==> config.mk <==
export PLATFORM = sky130hd
export DESIGN_NAME = acc_wb_splitter
export DESIGN_NICKNAME = d
export VERILOG_FILES = /design/src/rtl/acc_wb_splitter.sv
export SDC_FILE = /design/constraint.sdc
export NUM_CORES = 1
export LEC_CHECK = 0
export BUFFER_PORTS_ARGS = -buffer_cell sky130_fd_sc_hd__buf_2
export CAP_MARGIN = 20
export CORE_UTILIZATION = 43
export CTS_CLUSTER_DIAMETER = 150
export DETAILED_ROUTE_END_ITERATION = 10
export PLACE_DENSITY = 0.71
export SLEW_MARGIN = 20
export SYNTH_ARGS = -nofsm -noshare
export SYNTH_HDL_FRONTEND = slang
export SYNTH_SLANG_ARGS = --single-unit
==> constraint.sdc <==
create_clock -name clk_i -period 1.7 [get_ports clk_i]
set_input_delay 0.085 -clock clk_i [delete_from_list [all_inputs] [get_ports clk_i]]
set_output_delay 0.085 -clock clk_i [all_outputs]
set_load 0.05 [all_outputs]
==> src/rtl/acc_wb_splitter.sv <==
// Registers accelerator responses and splits dual write-backs into two single-register beats.
// Optional: define ACC_WB_SPLIT_DROP_X0_EN to suppress every beat that targets x0.
module acc_wb_splitter #(
  parameter int unsigned DataWidth = 32,
  parameter int unsigned IdWidth   = 4
) (
  input  logic                 clk_i,
  input  logic                 rst_ni,
  input  logic [DataWidth-1:0] p_data0_i,
  input  logic [DataWidth-1:0] p_data1_i,
  input  logic                 p_dual_writeback_i,
  input  logic [IdWidth-1:0]   p_id_i,
  input  logic [4:0]           p_rd_i,
  input  logic                 p_error_i,
  input  logic                 p_valid_i,
  output logic                 p_ready_o,
  output logic [DataWidth-1:0] wb_data_o,
  output logic [4:0]           wb_rd_o,
  output logic [IdWidth-1:0]   wb_id_o,
  output logic                 wb_error_o,
  output logic                 wb_last_o,
  output logic                 wb_valid_o,
  input  logic                 wb_ready_i,
  output logic                 busy_o
);

  typedef enum logic [1:0] {EMPTY = 2'd0, LAST = 2'd1, FIRST = 2'd2} state_e;

  typedef struct packed {
    logic [DataWidth-1:0] data;
    logic [4:0]           rd;
  } beat_t;

  state_e             state_q, state_d, ld_state;
  beat_t              out_q, out_d, side_q, side_d, ld_beat;
  logic [IdWidth-1:0] id_q, id_d;
  logic               err_q, err_d, last_q, last_d, ld_last;
  logic               accept;
  logic [4:0]         rd_inc;

  assign p_ready_o = (state_q == EMPTY) | ((state_q == LAST) & wb_ready_i);
  assign accept    = p_valid_i & p_ready_o;
  assign rd_inc    = p_rd_i + 5'd1;

  // What a freshly accepted response puts into the output register.
  always_comb begin
    ld_state = p_dual_writeback_i ? FIRST : LAST;
    ld_beat  = {p_data0_i, p_rd_i};
    ld_last  = ~p_dual_writeback_i;
`ifdef ACC_WB_SPLIT_DROP_X0_EN
    if (p_rd_i == 5'd0) begin
      if (p_dual_writeback_i) begin
        ld_state = LAST;
        ld_beat  = {p_data1_i, rd_inc};
        ld_last  = 1'b1;
      end else begin
        ld_state = EMPTY;
      end
    end else if (p_dual_writeback_i && rd_inc == 5'd0) begin
      ld_state = LAST;
      ld_last  = 1'b1;
    end
`endif
  end

  always_comb begin
    state_d = state_q;
    out_d   = out_q;
    side_d  = side_q;
    id_d    = id_q;
    err_d   = err_q;
    last_d  = last_q;
    if (accept) begin
      state_d = ld_state;
      out_d   = ld_beat;
      last_d  = ld_last;
      id_d    = p_id_i;
      err_d   = p_error_i;
      if (p_dual_writeback_i) side_d = {p_data1_i, rd_inc};
    end else if (wb_ready_i) begin
      // id and error stay with the second beat of a dual.
      if (state_q == FIRST) begin
        state_d = LAST;
        out_d   = side_q;
        last_d  = 1'b1;
      end else if (state_q == LAST) begin
        state_d = EMPTY;
      end
    end
  end

  always_ff @(posedge clk_i or negedge rst_ni) begin
    if (!rst_ni) begin
      state_q <= EMPTY;
      out_q   <= '0;
      side_q  <= '0;
      id_q    <= '0;
      err_q   <= 1'b0;
      last_q  <= 1'b0;
    end else begin
      state_q <= state_d;
      out_q   <= out_d;
      side_q  <= side_d;
      id_q    <= id_d;
      err_q   <= err_d;
      last_q  <= last_d;
    end
  end

  assign wb_data_o  = out_q.data;
  assign wb_rd_o    = out_q.rd;
  assign wb_id_o    = id_q;
  assign wb_error_o = err_q;
  assign wb_last_o  = last_q;
  assign wb_valid_o = (state_q != EMPTY);
  assign busy_o     = wb_valid_o;

endmodule

Word level (Yosys, flattened, before mapping)

Index checks and enable logic that the tools add are counted.

Flip-flop bits (word level): 82
Output and inout bits: 46

$add $sub $neg: 1
Equal/unequal tests: 2
Mux-type cells: 11
Bitwise logic cells: 4
Reductions and logical operators: 8

Operators by type and width:

| cell                | count |
|---|---|
| $mux 37             | 3 |
| $mux 2              | 5 |
| $reduce_and 2->1    | 3 |
| $reduce_bool 2->1   | 3 |
| $add 5x1->5 const B | 1 |
| $mux 1              | 3 |
| $reduce_bool 3->1   | 1 |
| $and 1x1->1         | 2 |
| $eq 2x1->1 const B  | 1 |
| $eq 2x2->1 const B  | 1 |
| $logic_not 2->1     | 1 |
| $not 1->1           | 1 |
| $or 1x1->1          | 1 |

Longest topological paths before layout

Word-level depth: 6
Mapped depth: 5
Depth with buffers taken out: 4

Worst setup path before layout

No wires, ideal clock.

Kind: register to output
Start point: reg state_q[0]
End point: out p_ready_o
Arrival time: 1385 ps
Path slack: 230 ps
Cell stages (with the launch flop): 4
Cell sequence: dfrtp_1 -> nor2b_1 -> clkbuf_1 -> nor2_1

Longest elaborated chain between the ends: 3

RTL lines:

| item                   | line | RTL |
|---|---|---|
| start, declared        | 34   | `state_e state_q, state_d, ld_state;` |
| start signal, assigned | 101  | `state_q <= state_d;` |
| $eq 2x1->1             | 41   | `assign p_ready_o = (state_q == EMPTY) \| ((state_q == LAST) & wb_ready_i);` |
| $and 1x1->1            | 41   |  |
| $or 1x1->1 (*)         | 41   |  |
| end, declared          | 16   | `output logic p_ready_o,` |

Every way passes the cells marked *; elsewhere a longest branch is shown, timed or not.

Final worst setup path

Same ends and word-level chain as after synthesis.

==> qor.txt <==
Initial Util = 0.450
die area = 8540 um^2
share of layout cells above drive strength 1 = 0.475
Cell variety after synth = 25
Yosys reg bits = 82
Power Total = 9.90 mW
Placed Cells = 460
root buf cell = clkbuf_8
Final Hold Viols = 0
area share of the largest cell type after synthesis = 0.584
Psw = 4.29 mW
Syn Inst Count = 242
initial antenna violation count = 0
via count = 2682
multi-input logic area = 1360 um^2
Post-synth ARST share = 1.00
maximum vdd ir drop = 0.00107 V
Die Wd = 92.4 um
Final setup viols = 0
nets = 489
Pleak = 2.27 nW
Core Area = 7810 um^2
final WL = 8260 um
Flop pwr share = 0.351
endpoint class of the critical path = output pin
Detailed Place HPWL = 5580 um
Worst Skew = 10.2 ps
CP arrival = 1450 ps
area grow syn2layout = 39.5%
Num CTS Buffers = 9
Synth area leader = dfrtp_1
setup bufs post-CTS = 0
Reg2Reg Depth = 4
Placed Instance Area = 4300 um^2
switch share = 0.433
Synth area leaders = dfrtp_1 (58%), o32a_1 (11%), mux2_4 (8.5%)
Startpoint Class = register
run status = complete, no violations
vias in the first global route = 2804
RePlAce Congestion = 0.773
worst setup path end = p_ready_o
Placement Rows = 32
Final Cell Area = 4900 um^2
Post-Layout Cell Count = 515
M1 GR Usage = 0.256
most frequent cells after synthesis = dfrtp_1 (82), o21a_1 (38), o32a_1 (37)
Ant. Diodes = 0
H-tree Lvls = 3
Main synth FF type = dfrtp_1
gr usage total = 0.204
CTS tree = yes
Gate power share = 0.501
Hold Path Depth = 3
FF+latch area = 2050 um^2
Max-Cap Viols = 0
r2r startpoint = state_q[1]
Die Span Y = 92.4 um
# clock sinks = 82
Internal Power = 5.61 mW
M3 GR Usage = 0.0419
# port buffers = 124
Final TNS setup = 0 ps
RSZ-0062 raised after global routing = false
CTS resizes = 0
CP Class = reg -> out
Avg Inst Size Synth = 14.5 um^2
crit path launch = state_q[0]
I/O pins = 125
Worst Path Required = 1620 ps
Slew HR = 0.736
r2r setup slk = 190 ps
yosys synthesis warning count = 0
Clock transition at path regs = 80 ps
worst hold path type = in -> reg
First-pass DRT Iterations = 6
clock network fraction of total power = 0.148
Filler Cell Count = 629
r2r endpoint = wb_data_o[23]
DRC violations left = 0
Final ANT Viol Nets = 0
M2 GR Usage = 0.333
fin crit period = 1530 ps
number of synthesized flops with an enable pin = 0
average wire per standard cell = 16.0 um
worst-case clock buffer depth = 2
maximum clock rate = 653 MHz
PwrDens = 2020 nW/um^2
critical path fanouts, max = 8
total congestion overflow = 0
Worst-Skew Late Latency = 340 ps
Mapped Area = 3520 um^2
most used routing layer = met2
vias per inst = 5.21
most common cell in the synthesized netlist = dfrtp_1
Worst Max-Slew Pin Slew = 396 ps
Slew Limit Fails = 0
first-pass GRT wire length = 13400 um
Tcrit/Tclk final = 0.900
initial DRC count = 71
largest net degree at the start of global routing = 39
register area share after synthesis = 0.584
syn nets = 322
==> power groups by stage <==
stage | Combinational, mW | Clock [mW] | Sequential, mW
detailed placement | 4.93 | 0 | 3.51
CTS | 5.00 | 1.51 | 3.48
floorplan | 1.98 | 0 | 5.22
global route | 5.22 | 1.59 | 3.60
finish | 4.96 | 1.46 | 3.48
global placement | 4.86 | 0 | 3.46
==> layout make-up <==
type	count	share of cell area
Clock buffer	12	0.0276
Clock inverter	3	0.0133
Inverter	2	0.00153
Multi-Input combinational cell	137	0.277
Sequential cell	82	0.418
Tap cell	102	0.0260
Timing Repair Buffer	177	0.236
==> critical path, cell delays in order, from the launching register on <==
cell and delay [ps]:
dfrtp_1 410, nor2b_4 140, buf_4 160, nor2_1 120, buf_2 280
==> layer usage <==
layer	routed length, um	part of all wire
met1	3650	0.44
met2	4050	0.49
met3	384	0.046
met4	171	0.021
met5	0	0
==> registers in the layout, indices dropped and copies added (netlist names) <==
| register | count |
|---|---|
| wb_error_o | 1 |
| state_q | 2 |
| wb_last_o | 1 |
| wb_id_o | 4 |
| wb_rd_o | 5 |
| side_q | 37 |
| wb_data_o | 32 |
==> placed cells by master (no fill, tap or decap), drive strengths merged, types with 3 or more instances in the layout <==
cell	count
dlygate4sd3	40
buf	137
dfrtp	82
nand3	3
clkbuf	12
mux2	41
o32a	37
o21a	38
==> worst min path at each step <==
stage	startpoint	endpoint	slack (ps)
after global placement	rst_ni	wb_data_o[0]	40
after floorplan	rst_ni	side_q[0]	-210
after CTS	p_valid_i	state_q[1]	20
after detailed placement	rst_ni	side_q[5]	40
final	p_valid_i	state_q[1]	40
after global routing	p_valid_i	state_q[1]	60
==> cell families (layout without fill, tap and decap cells) <==
kind of cell | Yosys count | after routing | share of synthesized area
buffers and inverters | 23 | 194 | 0.0377
and+or+nand+nor | 13 | 13 | 0.0203
DFF | 82 | 82 | 0.584
muxes | 42 | 42 | 0.156
xor gates and xnor gates | 3 | 3 | 0.00747
AOI/OAI and AO/OA | 78 | 78 | 0.192
adders and majority gates | 1 | 1 | 0.00356
==> stage by stage <==
stage | worst slack [ps] | hold WS, ps | utilization
final | 170 | 38.5 | 0.628
after global routing | 121 | 55.7 | 0.628
after CTS | 146 | 21.5 | 0.628
after detailed placement | 200 | 42.1 | 0.551
after global placement | 248 | 36.9 | 0.551
after floorplan | 230 | -211 | -
==> what timing repair did <==
item | in CTS | in global routing
hold endpoints to repair | 67 | 0
hold buffers | 40 | 0
endpoints found under the setup margin | 0 | 0
Note: power is estimated with default switching activity, not from simulation.
